===== config.mk =====
export PLATFORM = sky130hd
export DESIGN_NAME = inst_queue_mp
export DESIGN_NICKNAME = d
export VERILOG_FILES = /design/src/rtl/inst_queue_mp.sv
export SDC_FILE = /design/constraint.sdc
export NUM_CORES = 2
export LEC_CHECK = 0
export BUFFER_PORTS_ARGS = -buffer_cell sky130_fd_sc_hd__buf_2
export CAP_MARGIN = 10
export CORE_MARGIN = 5
export CORE_UTILIZATION = 42
export CTS_CLUSTER_SIZE = 25
export DETAILED_ROUTE_END_ITERATION = 8
export PLACE_DENSITY = 0.64
export SYNTH_ARGS = -nofsm -noshare
export SYNTH_HDL_FRONTEND = slang
export SYNTH_SLANG_ARGS = --single-unit

===== constraint.sdc =====
create_clock -name clk -period 8.38 [get_ports clk]
set_clock_uncertainty 0.1 [all_clocks]
set_input_delay 0.838 -clock clk [delete_from_list [all_inputs] [get_ports clk]]
set_output_delay 0.838 -clock clk [all_outputs]
set_load 0.05 [all_outputs]

===== src/rtl/inst_queue_mp.sv =====
// inst_queue_mp: dual-lane instruction/PC queue between fetch and decode.
// Accepts up to two entries per cycle and presents the two oldest entries to ID.
// Pushes are all-or-nothing, pops are clamped to occupancy, and a dropped push
// raises a sticky overflow flag.
module inst_queue_mp #(
  parameter int DEPTH      = 16,
  parameter int DATA_W     = 32,
  parameter int PC_W       = 32,
  parameter int AFULL_FREE = 6
) (
  input  logic                       clk,
  input  logic                       rst,
  input  logic                       flush,
  input  logic                       stop_pop,
  input  logic                       issue_i,
  input  logic                       issue_mode_i,
  input  logic [DATA_W-1:0]          inst1_i,
  input  logic [DATA_W-1:0]          inst2_i,
  input  logic [PC_W-1:0]            inst1_addr_i,
  input  logic [PC_W-1:0]            inst2_addr_i,
  input  logic                       inst1_valid_i,
  input  logic                       inst2_valid_i,
  output logic [DATA_W-1:0]          inst1_o,
  output logic [DATA_W-1:0]          inst2_o,
  output logic [PC_W-1:0]            inst1_addr_o,
  output logic [PC_W-1:0]            inst2_addr_o,
  output logic                       inst1_valid_o,
  output logic                       inst2_valid_o,
  output logic [$clog2(DEPTH):0]     count_o,
  output logic                       buffer_full_o,
  output logic                       overflow_o
);

  localparam int PTR_W = $clog2(DEPTH);
  localparam int CNT_W = PTR_W + 1;

  // Storage is intentionally not reset; valids qualify its contents.
  logic [DATA_W-1:0] inst_mem [DEPTH];
  logic [PC_W-1:0]   addr_mem [DEPTH];

  logic [PTR_W-1:0] head_q, head_d;
  logic [PTR_W-1:0] tail_q, tail_d;
  logic [CNT_W-1:0] count_q, count_d;
  logic             overflow_q, overflow_d;

  logic [1:0]        push_n;
  logic [1:0]        req_n;
  logic [1:0]        pop_n;
  logic              push_ok;
  logic              wr0_en;
  logic              wr1_en;
  logic [DATA_W-1:0] wr0_inst;
  logic [PC_W-1:0]   wr0_addr;
  logic [PTR_W-1:0]  tail_p1;
  logic [PTR_W-1:0]  head_p1;
  logic [CNT_W-1:0]  free_slots;

  assign tail_p1 = tail_q + PTR_W'(1);
  assign head_p1 = head_q + PTR_W'(1);

  // Push/pop sizing, space check and next-state pointer/count arithmetic.
  always_comb begin
    push_n   = 2'(inst1_valid_i) + 2'(inst2_valid_i);
    req_n    = 2'd0;
    if (issue_i && !stop_pop) begin
      req_n = issue_mode_i ? 2'd2 : 2'd1;
    end
    pop_n    = req_n;
    if (CNT_W'(req_n) > count_q) begin
      pop_n = count_q[1:0];
    end
    // Space check uses the pre-pop count: a same-cycle retirement is not credited.
    push_ok  = ({1'b0, count_q} + (CNT_W+1)'(push_n)) <= (CNT_W+1)'(DEPTH);
    // Lane compaction: the first valid lane always lands at tail.
    wr0_inst = inst1_valid_i ? inst1_i : inst2_i;
    wr0_addr = inst1_valid_i ? inst1_addr_i : inst2_addr_i;
    wr0_en   = !flush && push_ok && (push_n != 2'd0);
    wr1_en   = !flush && push_ok && (push_n == 2'd2);

    head_d     = head_q;
    tail_d     = tail_q;
    count_d    = count_q;
    overflow_d = overflow_q;
    if (flush) begin
      head_d  = '0;
      tail_d  = '0;
      count_d = '0;
    end else begin
      head_d  = head_q + PTR_W'(pop_n);
      count_d = count_q - CNT_W'(pop_n);
      if (push_ok) begin
        tail_d  = tail_q + PTR_W'(push_n);
        count_d = count_d + CNT_W'(push_n);
      end else begin
        overflow_d = 1'b1;
      end
    end
  end

  // Control state: async clear on rst, otherwise load next state.
  always_ff @(posedge clk or posedge rst) begin
    if (rst) begin
      head_q     <= '0;
      tail_q     <= '0;
      count_q    <= '0;
      overflow_q <= 1'b0;
    end else begin
      head_q     <= head_d;
      tail_q     <= tail_d;
      count_q    <= count_d;
      overflow_q <= overflow_d;
    end
  end

  // Entry storage writes: compacted lanes at tail and tail+1.
  always_ff @(posedge clk) begin
    if (wr0_en) begin
      inst_mem[tail_q] <= wr0_inst;
      addr_mem[tail_q] <= wr0_addr;
    end
    if (wr1_en) begin
      inst_mem[tail_p1] <= inst2_i;
      addr_mem[tail_p1] <= inst2_addr_i;
    end
  end

  assign free_slots = CNT_W'(DEPTH) - count_q;

  // Outputs are driven purely from registered state (plus the stop_pop mask).
  always_comb begin
    inst1_o       = inst_mem[head_q];
    inst2_o       = inst_mem[head_p1];
    inst1_addr_o  = addr_mem[head_q];
    inst2_addr_o  = addr_mem[head_p1];
    inst1_valid_o = !stop_pop && (count_q >= CNT_W'(1));
    inst2_valid_o = !stop_pop && (count_q >= CNT_W'(2));
    count_o       = count_q;
    buffer_full_o = free_slots < CNT_W'(AFULL_FREE);
    overflow_o    = overflow_q;
  end

endmodule


==> flow_metrics.tcl <==
set metrics [dict create \
    synth-compound-area-share 0.0694 \
    yosys.area_share.simple 0.0160 \
    netlist_area_sq_um 59900 \
    hp-class "input port to async pin" \
    async_reset_ff_frac 0.0135 \
    fmax_ghz 0.176 \
    h-tree-depth 3 \
    overflow 0 \
    die_area_sq_um 150000 \
    place_congestion 0.825 \
    synthTopCellsByArea "edfxtp_1 (51%), mux4_2 (24%), mux2_2 (9.6%), a22oi_1 (6.4%), clkbuf_1 (1.6%)" \
    wire_per_inst_um 38.2 \
    synth-adder-area-share 0.00560 \
    numPortBuffers 272 \
    hold_viol 0 \
    synthCells 3541 \
    drt-initial-drc-count 5833 \
    synth_top_family_by_area "multiplexers" \
    cts_root_buf "clkbuf_16" \
    power_mw 17.7 \
    dieWidth_um 388 \
    final_nets 3769 \
    tightestPinTransition_ns 1.25 \
    grt_max_degree 153 \
    ctsHoldBuffers 0 \
    first_pass_iters 8 \
    path_cells "clkbuf_8 -> inv_1 -> ha_1 -> ha_1 -> inv_1 -> fa_1 -> or3b_1 -> a2111o_1 -> a311oi_4 -> buf_4 -> nand2_4 -> buf_4 -> a22oi_1" \
    drc 0 \
    postCtsSetupBuffers 0 \
    path_clk_slew_ns 0.07 \
    power_density_nw_per_um2 264 \
    synth.distinct_cells 45 \
    vias 39500 \
    cts_sinks 1038 \
    min_period_ns 5.69 \
    area_growth_pct 11.6 \
    rsz0062_at_grt "false" \
    place_hpwl_um 114000 \
    rows 138 \
    critPathLaunchType "input port" \
    initial_core_util 0.423 \
    synth_commonest_cells "edfxtp_1 (1,024), mux4_2 (640), a22oi_1 (513), mux2_2 (511), clkbuf_1 (261)" \
    grt_antenna_before_repair 30 \
    slowest_delay_ns 0.82 \
    tns_ns 0 \
    clk_path_buf_depth 3 \
    drt_wl_total_um 214000 \
    synth_top_cell_by_area "edfxtp_1" \
    grt_pass1_wl_um 303000 \
    core-area_sq_um 142000 \
    cts_tree "built" \
    ys_warn_count 0 \
    slew_headroom 0.167 \
    ys.flop_type "edfxtp_1" \
    finalMaxSlewViolations 0 \
    cts_buffers 114 \
    status "complete, no violations" \
    ios 273 \
    synthMuxAreaShare 0.360 \
    cp.arrival_ns 6.15 \
    track_usage 0.279 \
    vias_per_cell 7.04 \
    ant_nets 0 \
    synth_xor_area_frac 0.00117 \
    crit_fanout 49 \
    synth_top_cell_area_share 0.514 \
    yosysSeqAreaShare 0.519 \
    grt_pass1_vias 40300 \
    ys_seq_elements 1038 \
    p_leak_nw 21.8 \
    min_period_over_period 0.679 \
    setup_viol 0 \
    slowest_stage "a311oi_4" \
    crit_type "input port to register" \
    syn_nets 3700 \
    vdd_ir_drop_max_mv 0.320 \
    synth_edf_count 1024 \
    cts_resized 0 \
    insertion_delay_ns 0.75 \
    cap_violations 0 \
    required_ns 8.84 \
    die_y_um 388 \
    syn_area_per_cell_sq_um 16.9 \
    synthMostInstantiatedCell "edfxtp_1" \
    drive_gt1_frac 0.461 \
    critPathCaptureType "register" \
]
-- cell type report --
type	count	area [sq um]
antenna	17	42.5
clock buffer	134	2950
clock inverter	72	703
fill	12100	74700
inverter	19	71.3
multi-input combinational	2088	27400
sequential	1038	31100
tap	1890	2360
timing repair buffer	349	2150
-- critical path: cells and delay by family --
family / cells / cell delay [ns]
adder cells (fa/ha/maj): 3 / 1.08
buffers and inverters: 5 / 1.60
AND/OR/NAND/NOR: 2 / 0.88
AO/OA/AOI/OAI: 3 / 1.64
-- through the flow --
stage | worst slack (ns) | instance area [sq um] | utilization | hold slack, ns | cells
3_3_place_gp | 1.88 | 63100 | 0.446 | 0.401 | 5383
5_1_grt | 2.56 | 66800 | 0.472 | 0.0748 | 5599
4_1_cts | 2.80 | 66800 | 0.472 | 0.0315 | 5590
2_1_floorplan | 0.758 | 59900 | - | 0.512 | 3541
6_report | 2.69 | 66800 | 0.472 | 0.0475 | 5607
3_5_place_dp | 2.01 | 63100 | 0.446 | 0.406 | 5384
-- sequential cells by signal (all words and copies together) (netlist names) --
| register | cells |
|---|---|
| tail_q | 4 |
| overflow_o | 1 |
| count_o | 5 |
| addr_mem | 512 |
| head_q | 4 |
| inst_mem | 512 |
-- logic make-up (layout without fill, tap and decap cells) --
logic type / count (synthesis) / after routing
fa+ha+maj: 24 / 24
other cells: 0 / 17
flops: 1038 / 1038
simple gates: 228 / 228
buf+inv: 415 / 574
mux: 1283 / 1283
xor+xnor: 8 / 8
compound gates: 545 / 545
-- power by group --
| group | switching (mW) | internal, mW | leakage (nW) |
|---|---|---|---|
| Clock | 2.21 | 2.87 | 1.79 |
| Sequential | 0.160 | 6.00 | 9.43 |
| Combinational | 3.84 | 2.58 | 10.6 |
| Total | 6.21 | 11.5 | 21.8 |
-- routing by layer --
layer | up-vias | part of all wire | GRT usage
li1 | 15400 | - | -
met1 | 20700 | 0.36 | 0.366
met2 | 2856 | 0.48 | 0.457
met3 | 544 | 0.11 | 0.0627
met5 | - | 0.00050 | 0
met4 | 14 | 0.043 | 0.104
-- path summary, 6_finish.rpt --
kind / from / end / slack (ns) / cells after the start
max: inst1_valid_i / addr_mem[11][30] / 2.69 / 13
min: rst / tail_q[2] / 0.05 / 2
max reg2reg: count_o[0] / addr_mem[11][30] / 3.18 / 10
min reg2reg: overflow_o / overflow_o / 0.42 / 1
max in group asynchronous: rst / head_q[3] / 7.69 / 2
min in group clk: flush / tail_q[1] / 0.38 / 2
-- cells in the final DEF (no fill, tap or decap), types with 7 or more instances in the layout --
cell type	instances
nand2_1	14
clkinv_2	19
nor2_1	149
mux4_2	640
diode_2	17
mux2i_1	67
dfrtp_1	10
clkbuf_1	19
buf_2	271
edfxtp_1	1024
a22oi_1	513
buf_12	16
nand2_8	8
nor2_4	15
bufinv_16	12
mux2_1	65
inv_1	19
ha_1	17
buf_4	61
nand3_1	7
mux2_2	511
nand2_4	8
clkbuf_16	115
clkinv_1	33
(Power assumes the default switching activity.)
